==> src/rtl/ve_ctrl_seq_if.sv <==
// ve_ctrl_seq_if: bus bundle between the VE instruction sequencer and its
// environment (instruction source, EBuffer/GBuffer read ports, VE array).
//   instruction channel : instValid/instReady + inst* fields
//   buffer read ports   : eRdEn/eRdAddr, gRdEn/gRdAddr
//   array control       : eValid/eFirst/eLast/eOpCode/colBegin/colEnd/eImm/evWSync, eFinish
//   status              : busy, done
// modport master = sequencer side, modport slave = environment side.
interface ve_ctrl_seq_if #(
  parameter int unsigned EBufAddrW = 10,
  parameter int unsigned GBufAddrW = 8,
  parameter int unsigned ELTBIT    = 16
);
  logic                 instValid;
  logic                 instReady;
  logic [1:0]           instOpCode;
  logic [GBufAddrW-1:0] instColBegin;
  logic [GBufAddrW-1:0] instColEnd;
  logic [7:0]           instRowNum;
  logic [EBufAddrW-1:0] instEBase;
  logic [ELTBIT-1:0]    instImm;
  logic                 instEvSync;

  logic                 eRdEn;
  logic [EBufAddrW-1:0] eRdAddr;
  logic                 gRdEn;
  logic [GBufAddrW-1:0] gRdAddr;

  logic                 eValid;
  logic                 eFirst;
  logic                 eLast;
  logic [1:0]           eOpCode;
  logic [GBufAddrW-1:0] colBegin;
  logic [GBufAddrW-1:0] colEnd;
  logic [ELTBIT-1:0]    eImm;
  logic                 evWSync;
  logic                 eFinish;

  logic                 busy;
  logic                 done;

  modport master (
    input  instValid, instOpCode, instColBegin, instColEnd, instRowNum,
           instEBase, instImm, instEvSync, eFinish,
    output instReady, eRdEn, eRdAddr, gRdEn, gRdAddr,
           eValid, eFirst, eLast, eOpCode, colBegin, colEnd, eImm, evWSync,
           busy, done
  );

  modport slave (
    output instValid, instOpCode, instColBegin, instColEnd, instRowNum,
           instEBase, instImm, instEvSync, eFinish,
    input  instReady, eRdEn, eRdAddr, gRdEn, gRdAddr,
           eValid, eFirst, eLast, eOpCode, colBegin, colEnd, eImm, evWSync,
           busy, done
  );
endinterface

==> src/rtl/ve_ctrl_seq.sv <==
// ve_ctrl_seq: VE array instruction sequencer.
// Accepts one element-op instruction, walks its column x row space issuing one
// EBuffer/GBuffer read per cycle, replays the beat strobes RDLAT cycles later
// to line up with the read data, then retires on the array's eFinish.
// Ports: clk, rst_n (async active-low), bus (ve_ctrl_seq_if.master).
module ve_ctrl_seq #(
  parameter int unsigned EBufAddrW = 10,
  parameter int unsigned GBufAddrW = 8,
  parameter int unsigned ELTBIT    = 16,
  parameter int unsigned RDLAT     = 1
) (
  input logic          clk,
  input logic          rst_n,
  ve_ctrl_seq_if.master bus
);

  localparam int unsigned RowW = 8;

  typedef enum logic [1:0] {IDLE, ISSUE, DRAIN} state_t;

  state_t               state, stateNext;
  logic [EBufAddrW-1:0] eAddr, eAddrNext;
  logic [GBufAddrW-1:0] colCnt, colCntNext;
  logic [RowW-1:0]      rowCnt, rowCntNext;
  logic [1:0]           opQ, opNext;
  logic [GBufAddrW-1:0] colBeginQ, colBeginNext;
  logic [GBufAddrW-1:0] colEndQ, colEndNext;
  logic [RowW-1:0]      rowNumQ, rowNumNext;
  logic [ELTBIT-1:0]    immQ, immNext;
  logic                 syncQ, syncNext;
  logic                 degenQ, degenNext;
  logic                 eRdEnQ, eRdEnNext;
  logic                 gRdEnQ, gRdEnNext;
  logic                 instReadyQ, instReadyNext;
  logic                 busyQ, busyNext;
  logic                 doneQ, doneNext;
  logic                 rowEnd;
  logic                 beatVld, beatFirst, beatLast;
  logic [RDLAT-1:0]     vldPipe, firstPipe, lastPipe;
  logic [RDLAT-1:0]     vldShift, firstShift, lastShift;

  // Strobe delay line: stage 0 is the beat issued last cycle, tail drives the array.
  if (RDLAT == 1) begin : gShift1
    assign vldShift   = beatVld;
    assign firstShift = beatFirst;
    assign lastShift  = beatLast;
  end else begin : gShiftN
    assign vldShift   = {vldPipe[RDLAT-2:0], beatVld};
    assign firstShift = {firstPipe[RDLAT-2:0], beatFirst};
    assign lastShift  = {lastPipe[RDLAT-2:0], beatLast};
  end

  // Next-state, counters and registered-output next values.
  always_comb begin
    stateNext    = state;
    eAddrNext    = eAddr;
    colCntNext   = colCnt;
    rowCntNext   = rowCnt;
    opNext       = opQ;
    colBeginNext = colBeginQ;
    colEndNext   = colEndQ;
    rowNumNext   = rowNumQ;
    immNext      = immQ;
    syncNext     = syncQ;
    degenNext    = degenQ;
    doneNext     = 1'b0;
    beatVld      = 1'b0;
    beatFirst    = 1'b0;
    beatLast     = 1'b0;
    rowEnd       = (rowCnt == rowNumQ - RowW'(1));

    case (state)
      IDLE: begin
        if (bus.instValid) begin
          opNext       = (bus.instOpCode == 2'd3) ? 2'd0 : bus.instOpCode;
          colBeginNext = bus.instColBegin;
          colEndNext   = bus.instColEnd;
          rowNumNext   = bus.instRowNum;
          immNext      = bus.instImm;
          syncNext     = bus.instEvSync;
          degenNext    = (bus.instRowNum == RowW'(0)) || (bus.instColEnd < bus.instColBegin);
          eAddrNext    = bus.instEBase;
          colCntNext   = bus.instColBegin;
          rowCntNext   = '0;
          stateNext    = degenNext ? DRAIN : ISSUE;
        end
      end
      ISSUE: begin
        beatVld   = 1'b1;
        beatFirst = (rowCnt == '0) && (colCnt == colBeginQ);
        beatLast  = rowEnd;
        eAddrNext = eAddr + EBufAddrW'(1);
        if (rowEnd) begin
          rowCntNext = '0;
          colCntNext = colCnt + GBufAddrW'(1);
          // Explicit end compare: ColEnd may be the all-ones column.
          if (colCnt == colEndQ) stateNext = DRAIN;
        end else begin
          rowCntNext = rowCnt + RowW'(1);
        end
      end
      DRAIN: begin
        if (doneQ) begin
          stateNext = IDLE;
        end else if (!(|vldPipe) && (bus.eFinish || degenQ)) begin
          doneNext = 1'b1;
        end
      end
      default: stateNext = IDLE;
    endcase

    eRdEnNext     = (stateNext == ISSUE);
    gRdEnNext     = (stateNext == ISSUE) && (opNext != 2'd0);
    instReadyNext = (stateNext == IDLE);
    busyNext      = (stateNext != IDLE);
  end

  // State, datapath and output registers.
  always_ff @(posedge clk or negedge rst_n) begin
    if (!rst_n) begin
      state      <= IDLE;
      eAddr      <= '0;
      colCnt     <= '0;
      rowCnt     <= '0;
      opQ        <= '0;
      colBeginQ  <= '0;
      colEndQ    <= '0;
      rowNumQ    <= '0;
      immQ       <= '0;
      syncQ      <= 1'b0;
      degenQ     <= 1'b0;
      eRdEnQ     <= 1'b0;
      gRdEnQ     <= 1'b0;
      instReadyQ <= 1'b1;
      busyQ      <= 1'b0;
      doneQ      <= 1'b0;
      vldPipe    <= '0;
      firstPipe  <= '0;
      lastPipe   <= '0;
    end else begin
      state      <= stateNext;
      eAddr      <= eAddrNext;
      colCnt     <= colCntNext;
      rowCnt     <= rowCntNext;
      opQ        <= opNext;
      colBeginQ  <= colBeginNext;
      colEndQ    <= colEndNext;
      rowNumQ    <= rowNumNext;
      immQ       <= immNext;
      syncQ      <= syncNext;
      degenQ     <= degenNext;
      eRdEnQ     <= eRdEnNext;
      gRdEnQ     <= gRdEnNext;
      instReadyQ <= instReadyNext;
      busyQ      <= busyNext;
      doneQ      <= doneNext;
      vldPipe    <= vldShift;
      firstPipe  <= firstShift;
      lastPipe   <= lastShift;
    end
  end

  assign bus.instReady = instReadyQ;
  assign bus.busy      = busyQ;
  assign bus.done      = doneQ;
  assign bus.eRdEn     = eRdEnQ;
  assign bus.eRdAddr   = eAddr;
  assign bus.gRdEn     = gRdEnQ;
  assign bus.gRdAddr   = colCnt;
  assign bus.eValid    = vldPipe[RDLAT-1];
  assign bus.eFirst    = firstPipe[RDLAT-1];
  assign bus.eLast     = lastPipe[RDLAT-1];
  assign bus.eOpCode   = opQ;
  assign bus.colBegin  = colBeginQ;
  assign bus.colEnd    = colEndQ;
  assign bus.eImm      = immQ;
  assign bus.evWSync   = syncQ;

endmodule

==> src/flat_wrapper.sv <==
// flat-port wrapper written by rule: the top's interface ports become plain ports
module ve_ctrl_seq_flat 
#(
  parameter int unsigned EBufAddrW = 10,
  parameter int unsigned GBufAddrW = 8,
  parameter int unsigned ELTBIT    = 16,
  parameter int unsigned RDLAT     = 1
)
  (clk, rst_n, bus_instValid, bus_instOpCode, bus_instColBegin, bus_instColEnd, bus_instRowNum, bus_instEBase, bus_instImm, bus_instEvSync, bus_eFinish, bus_instReady, bus_eRdEn, bus_eRdAddr, bus_gRdEn, bus_gRdAddr, bus_eValid, bus_eFirst, bus_eLast, bus_eOpCode, bus_colBegin, bus_colEnd, bus_eImm, bus_evWSync, bus_busy, bus_done);
  ve_ctrl_seq_if #(.EBufAddrW(EBufAddrW), .GBufAddrW(GBufAddrW), .ELTBIT(ELTBIT)) bus_i ();
  input logic clk;
  input logic rst_n;
  input wire logic [$bits(bus_i.instValid)-1:0] bus_instValid;
  input wire logic [$bits(bus_i.instOpCode)-1:0] bus_instOpCode;
  input wire logic [$bits(bus_i.instColBegin)-1:0] bus_instColBegin;
  input wire logic [$bits(bus_i.instColEnd)-1:0] bus_instColEnd;
  input wire logic [$bits(bus_i.instRowNum)-1:0] bus_instRowNum;
  input wire logic [$bits(bus_i.instEBase)-1:0] bus_instEBase;
  input wire logic [$bits(bus_i.instImm)-1:0] bus_instImm;
  input wire logic [$bits(bus_i.instEvSync)-1:0] bus_instEvSync;
  input wire logic [$bits(bus_i.eFinish)-1:0] bus_eFinish;
  output wire logic [$bits(bus_i.instReady)-1:0] bus_instReady;
  output wire logic [$bits(bus_i.eRdEn)-1:0] bus_eRdEn;
  output wire logic [$bits(bus_i.eRdAddr)-1:0] bus_eRdAddr;
  output wire logic [$bits(bus_i.gRdEn)-1:0] bus_gRdEn;
  output wire logic [$bits(bus_i.gRdAddr)-1:0] bus_gRdAddr;
  output wire logic [$bits(bus_i.eValid)-1:0] bus_eValid;
  output wire logic [$bits(bus_i.eFirst)-1:0] bus_eFirst;
  output wire logic [$bits(bus_i.eLast)-1:0] bus_eLast;
  output wire logic [$bits(bus_i.eOpCode)-1:0] bus_eOpCode;
  output wire logic [$bits(bus_i.colBegin)-1:0] bus_colBegin;
  output wire logic [$bits(bus_i.colEnd)-1:0] bus_colEnd;
  output wire logic [$bits(bus_i.eImm)-1:0] bus_eImm;
  output wire logic [$bits(bus_i.evWSync)-1:0] bus_evWSync;
  output wire logic [$bits(bus_i.busy)-1:0] bus_busy;
  output wire logic [$bits(bus_i.done)-1:0] bus_done;
  assign bus_i.instValid = bus_instValid;
  assign bus_i.instOpCode = bus_instOpCode;
  assign bus_i.instColBegin = bus_instColBegin;
  assign bus_i.instColEnd = bus_instColEnd;
  assign bus_i.instRowNum = bus_instRowNum;
  assign bus_i.instEBase = bus_instEBase;
  assign bus_i.instImm = bus_instImm;
  assign bus_i.instEvSync = bus_instEvSync;
  assign bus_i.eFinish = bus_eFinish;
  assign bus_instReady = bus_i.instReady;
  assign bus_eRdEn = bus_i.eRdEn;
  assign bus_eRdAddr = bus_i.eRdAddr;
  assign bus_gRdEn = bus_i.gRdEn;
  assign bus_gRdAddr = bus_i.gRdAddr;
  assign bus_eValid = bus_i.eValid;
  assign bus_eFirst = bus_i.eFirst;
  assign bus_eLast = bus_i.eLast;
  assign bus_eOpCode = bus_i.eOpCode;
  assign bus_colBegin = bus_i.colBegin;
  assign bus_colEnd = bus_i.colEnd;
  assign bus_eImm = bus_i.eImm;
  assign bus_evWSync = bus_i.evWSync;
  assign bus_busy = bus_i.busy;
  assign bus_done = bus_i.done;
  ve_ctrl_seq #(.EBufAddrW(EBufAddrW), .GBufAddrW(GBufAddrW), .ELTBIT(ELTBIT), .RDLAT(RDLAT)) u_core (.clk(clk), .rst_n(rst_n), .bus(bus_i));
endmodule
==> config.mk <==
export PLATFORM = sky130hd
export DESIGN_NAME = ve_ctrl_seq_flat
export DESIGN_NICKNAME = d
export VERILOG_FILES = /design/src/rtl/ve_ctrl_seq_if.sv /design/src/rtl/ve_ctrl_seq.sv /design/src/flat_wrapper.sv
export SDC_FILE = /design/constraint.sdc
export NUM_CORES = 1
export LEC_CHECK = 0
export ABC_AREA = 1
export BUFFER_PORTS_ARGS = -buffer_cell sky130_fd_sc_hd__buf_2
export CELL_PAD_IN_SITES_DETAIL_PLACEMENT = 0
export CELL_PAD_IN_SITES_GLOBAL_PLACEMENT = 2
export CORE_ASPECT_RATIO = 1.2
export CORE_MARGIN = 1
export CORE_UTILIZATION = 27
export CTS_CLUSTER_SIZE = 20
export DETAILED_ROUTE_END_ITERATION = 10
export GPL_ROUTABILITY_DRIVEN = 0
export GPL_TIMING_DRIVEN = 0
export PLACE_DENSITY = 0.85
export REMOVE_ABC_BUFFERS = 1
export SLEW_MARGIN = 20
export SYNTH_ARGS = -nofsm -noshare
export SYNTH_HDL_FRONTEND = slang
export SYNTH_SLANG_ARGS = --single-unit
==> constraint.sdc <==
create_clock -name clk -period 1.55 [get_ports clk]
set_input_delay 0.0775 -clock clk [delete_from_list [all_inputs] [get_ports clk]]
set_output_delay 0.0775 -clock clk [all_outputs]
set_load 0.01 [all_outputs]
Word-level counts from Yosys, hierarchy flattened
Cells that the tools add are included.
- output and inout bits: 61
- register bits: 80
- input bits: 57
- word-level logic and storage cells: 72
- equal/unequal tests: 9
- $lt $le $gt $ge: 1
- reduce and logical (&&, ||, !) cells: 16
- add/sub/neg operators: 4
- muxes and demuxes: 23
- operators by type and width (kind ; count):
    8-bit 2-to-1 mux ; 4
    8-bit case mux with 2 select lines ; 2
    8-bit equality test ; 3
    10-bit case mux with 2 select lines ; 1
    8-bit by 1-bit adder with 8-bit output (second input constant) ; 2
    8-bit logical NOT ; 2
    2-bit 2-to-1 mux ; 8
    10-bit by 1-bit adder with 10-bit output (second input constant) ; 1
    10-bit 2-to-1 mux ; 1
    8-bit less-than comparator ; 1
    8-bit by 1-bit subtractor with 8-bit output (second input constant) ; 1
    1-bit 2-to-1 mux ; 6
    2-bit case mux with 3 select lines ; 1
    2-bit nonzero test ; 3
    2-bit by 1-bit equality test with 1-bit output (second input constant) ; 2
    2-bit equality test (second input constant) ; 2
    2-bit logical NOT ; 2
    2-bit AND reduction ; 2
    1-bit logical AND ; 3
    3-bit AND reduction ; 1
    1-bit logical OR ; 2
    2-bit by 1-bit != test with 1-bit output (second input constant) ; 1
    2-bit != test (second input constant) ; 1
    1-bit logical NOT ; 1

Logic depth before layout (Yosys ltp)
- word-level depth: 7
- mapped depth: 14

Worst setup path after synthesis
No wires, ideal clock.
- path type: register to register
- from: register u_core.rowNumQ[0]
- to: register u_core.colCnt[5], in the netlist u_core.bus.gRdAddr[5]
- arrival: 1622 ps
- stages on the path, launching flop included: 14
- setup slack: -146 ps
- cells stage by stage: dfrtp_1 > inv_2 > ha_1 > nand3_2 > nor2_1 > nand2_1 > nand2_1 > nand2_2 > nor2_4 > nand3_4 > nand2_4 > buf_8 > nand2_1 > o21ai_2
- cells in the longest elaborated chain, start to end: 4
- RTL lines (what ; RTL line ; source):
    start, declared ; ve_ctrl_seq.sv:28 ; logic [RowW-1:0] rowNumQ, rowNumNext;
    start signal, assigned ; ve_ctrl_seq.sv:148 ; rowNumQ <= rowNumNext;
    8-bit by 1-bit subtractor with 8-bit output ; ve_ctrl_seq.sv:70 ; rowEnd = (rowCnt == rowNumQ - RowW'(1));
    8-bit equality test ; ve_ctrl_seq.sv:70 ;
    2-bit by 1-bit != test with 1-bit output (no line) ; - ;
    3-bit AND reduction (no line) ; - ;
    end signal, assigned ; ve_ctrl_seq.sv:143 ; colCnt <= colCntNext;
    end, declared ; ve_ctrl_seq.sv:23 ; logic [GBufAddrW-1:0] colCnt, colCntNext;
Every way passes these cells.
A chain may end at the register's enable or synchronous reset.

Worst setup path in the final report
- from: register u_core.rowNumQ[0]
- to: register u_core.colCnt[3], in the netlist u_core.bus.gRdAddr[3]
Same word-level chain as after synthesis.

==> results.ini <==
[run_status]
outcome = finished with violations
violations = negative setup slack

[clock_network]
cts_buffers = 9
clk_pin_slew_ns = 0.06
cts_root_buf = clkbuf_16
clkSinkCount = 80
clockBufferDepth = 2
clk_latency_ns = 0.35
htree_levels = 3
cts_tree = built

[global_route]
grt_overflow = 0
grt_util_all_layers_pct = 16.02
grt_pass1_wl_um = 20090
grt_max_degree = 45
antenna_found_initial = 0
first_global_vias = 4054

[pwr]
p_per_area_mw_per_mm2 = 1890
pwr-share-comb_pct = 46.8
power.net_switching_w = 0.004932
p_clk_share_pct = 19.0
power_w = 0.01152
power.internal_w = 0.006584
leakage_nw = 3.050
sw_frac_of_total_pct = 42.83
p_seq_share_pct = 34.2
ir_drop_v = 0.0008445

[finish]
final_area_mm2 = 0.006093
fillers = 1570
fin_cells = 908
area_delta_synth_final_pct = 44.38
layout.nets = 768
final_util_pct = 40.24
antenna_cells = 0
drive_above_1_share_pct = 30.11

[yosys]
synth_edf_count = 0
synthTopCellsByArea = dfrtp_1 (47%), nand2_1 (16%), o21ai_0 (4.5%)
avgSynthCellArea_um2 = 8.023
yosys_warnings = 0
synth_area_leader_cell = dfrtp_1
ys_seq_area_share_pct = 47.47
yosysMostFrequentCell = nand2_1
synthArstFlopShare_pct = 100.0
synthCells = 526
synth_top_area_share_pct = 46.84
synth_area_mm2 = 0.004220
netlist_top_cells_count = nand2_1 (175), dfrtp_1 (79), inv_1 (47)
ys_seq_elements = 80
synth_flop_cell = dfrtp_1
synth_cell_types = 41

[floorplanning]
die-area_mm2 = 0.01614
core_area_mm2 = 0.01514
die_x_um = 116.1
io_pins = 118
initial_core_util_pct = 27.87
die_h_um = 139.0
rows = 49

[route]
remaining_drc_errors = 0
top_layer_used = met4
drtAntennaViolNets = 0
wirelength_um = 12240
wl_met2_um = 6112
drt-pass1-iter-count = 4
drt_iter0_drc = 171
vias = 4125
vias_per_cell = 4.543
wl_per_cell_um = 13.48
dr_wl_met3_um = 520
wl_met1_um = 5309

[placed_design]
port_buffers = 117
dp_cells = 834
dp_hpwl_um = 8415
placed_area_mm2 = 0.005039

[setup_path]
worstRegToRegCells = 8
critPathBufInv = 1
worst_setup_path_end_kind = flip-flop
cp.required_ns = 1.78
start_kind = flip-flop
path_class = reg2reg
cp.arrival_ns = 1.96
worstPathMaxFanout = 7
rrSetupSlack_ns = -0.18
critPathSlowestCell = dfrtp_1
crit_chain = inv_2 > ha_4 > xor2_1 > o21ai_0 > nor2_4 > nand3_4 > nand2_4 > o21ai_1
rr_startpoint = u_core.rowNumQ[0]$_DFFE_PN0P_
max_stage_delay_ns = 0.37
critPathTopFamily = simple AND/OR/NAND/NOR gates
r2r_end = u_core.bus.gRdAddr[3]$_DFFE_PN0P_

[sta]
setup_violations = 23
relSlewSlack_pct = 65.88
hold_slack_ns = 0.0002794
maxSlewViolCount = 0
layout_setup_ws_ns = -0.1833
rsz0062_at_grt = yes
hold_violations = 0
period_needed_ns = 1.733
tightest_slew_ns = 0.5118
fin_crit_sh_pct = 111.8
max_clock_freq_mhz = 576.9
clock_skew_ns = 0.008281

[worst_hold_path]
hold_start = bus_instEBase[8]
hold_path.class = in2reg
hold_depth = 3
min_to = u_core.bus.eRdAddr[8]$_DFFE_PN0P_

[job]
cap_violations = 0

-- through the flow --
step,setup TNS (ns),worst slack [ns]
4_1_cts,-2.454,-0.1552
3_5_place_dp,-32.24,-0.7117
5_1_grt,-6.052,-0.3023
3_3_place_gp,-168.16,-2.805
6_report,-3.475,-0.1833
2_1_floorplan,-56.79,-1.343
-- worst max path at each step --
stage	start	to	slack [ns]	depth (start not counted)
final	u_core.rowNumQ[0]$_DFFE_PN0P_	u_core.bus.gRdAddr[3]$_DFFE_PN0P_	-0.18	8
after global routing	u_core.rowNumQ[0]$_DFFE_PN0P_	u_core.bus.gRdAddr[2]$_DFFE_PN0P_	-0.30	12
after CTS	u_core.rowNumQ[0]$_DFFE_PN0P_	u_core.bus.busy$_DFF_PN0_	-0.16	13
after detailed placement	u_core.state[1]$_DFF_PN0_	u_core.bus.eFirst$_DFF_PN0_	-0.71	5
after global placement	u_core.state[1]$_DFF_PN0_	u_core.bus.busy$_DFF_PN0_	-2.81	7
after floorplan	u_core.state[1]$_DFF_PN0_	u_core.bus.busy$_DFF_PN0_	-1.34	7
-- power groups by stage --
stage / Combinational [W] / Clock [W] / Sequential, W
5_1_grt: 0.00606 / 0.00235 / 0.00406
4_1_cts: 0.00510 / 0.00226 / 0.00390
3_5_place_dp: 0.00462 / 0 / 0.00391
2_1_floorplan: 0.00262 / 0 / 0.00409
6_report: 0.00539 / 0.00219 / 0.00394
3_3_place_gp: 0.00451 / 0 / 0.00389
-- cells by family (layout without fill, tap and decap cells) --
logic type | count (synthesis) | in the layout | synth area share [%]
and+or+nand+nor | 263 | 265 | 26.74
buffers and inverters | 71 | 247 | 6.908
xor gates and xnor gates | 22 | 22 | 4.566
AOI/OAI and AO/OA | 78 | 78 | 10.76
DFF | 80 | 80 | 47.47
adders and majority gates | 12 | 12 | 3.558
-- flip-flops by register name, indices dropped and copies added, names as in the netlist --
register,cells
u_core.degenQ,1
u_core.bus.eValid,1
u_core.bus.gRdAddr,8
u_core.bus.busy,1
u_core.bus.eLast,1
u_core.rowNumQ,8
u_core.bus.eFirst,1
u_core.bus.colEnd,8
u_core.bus.eRdEn,1
u_core.rowCnt,8
u_core.bus.instReady,1
u_core.bus.done,1
u_core.bus.colBegin,8
u_core.bus.eRdAddr,10
u_core.bus.eOpCode,2
u_core.bus.evWSync,1
u_core.bus.gRdEn,1
u_core.state,2
u_core.bus.eImm,16
-- per-layer routing --
layer  vias up  GRT usage, %
met5         -             0
met4         0         6.680
met3        22         2.841
met2       101         26.88
met1      1947         19.99
li1       2055             -
-- cell usage in the layout (no fill, tap or decap), types with 3 or more instances in the layout --
cell / netlist / final
inv_2: 8 / 10
o31ai_1: 3 / 3
xnor2_1: 11 / 11
nand2_4: 2 / 6
nor2_4: 2 / 11
nand4_1: 8 / 8
o21ai_1: 5 / 6
o21ai_0: 38 / 37
a21oi_1: 11 / 11
xor2_1: 11 / 11
buf_4: 0 / 17
nor2_1: 31 / 24
dfrtp_2: 0 / 3
o21ai_2: 3 / 3
o211ai_1: 3 / 3
clkbuf_16: 0 / 9
dfrtp_1: 79 / 76
dlygate4sd3_1: 0 / 39
nor3_1: 5 / 4
o22ai_1: 7 / 7
nand3_2: 1 / 5
ha_1: 12 / 10
nand3_1: 25 / 20
inv_1: 47 / 42
nand2_1: 175 / 165
buf_2: 11 / 116
nand2_2: 2 / 8
nor4_1: 4 / 4
-- worst min-delay path, cell delays in order --
cell	delay [ns]
buf_2	0.09
o221ai_2	0.09
nand2_1	0.06
-- repair_timing --
item,in CTS,in global routing
pin swaps,5,14
hold buffers,39,0
setup endpoints to repair,77,37
buffers inserted,10,7
endpoints found under the hold margin,73,0
cloned,1,1
gates resized for setup,25,34
-- cell type report --
class | count | area [um2] | area share [%]
Tap cell | 204 | 255.2 | 4.189
Timing Repair Buffer | 175 | 1157 | 18.99
Clock inverter | 3 | 40.04 | 0.6571
Clock buffer | 13 | 260.3 | 4.271
Multi-Input combinational cell | 377 | 2140 | 35.11
Inverter | 56 | 234.0 | 3.840
Sequential cell | 80 | 2007 | 32.94
Note: power is estimated with default switching activity, not from simulation.
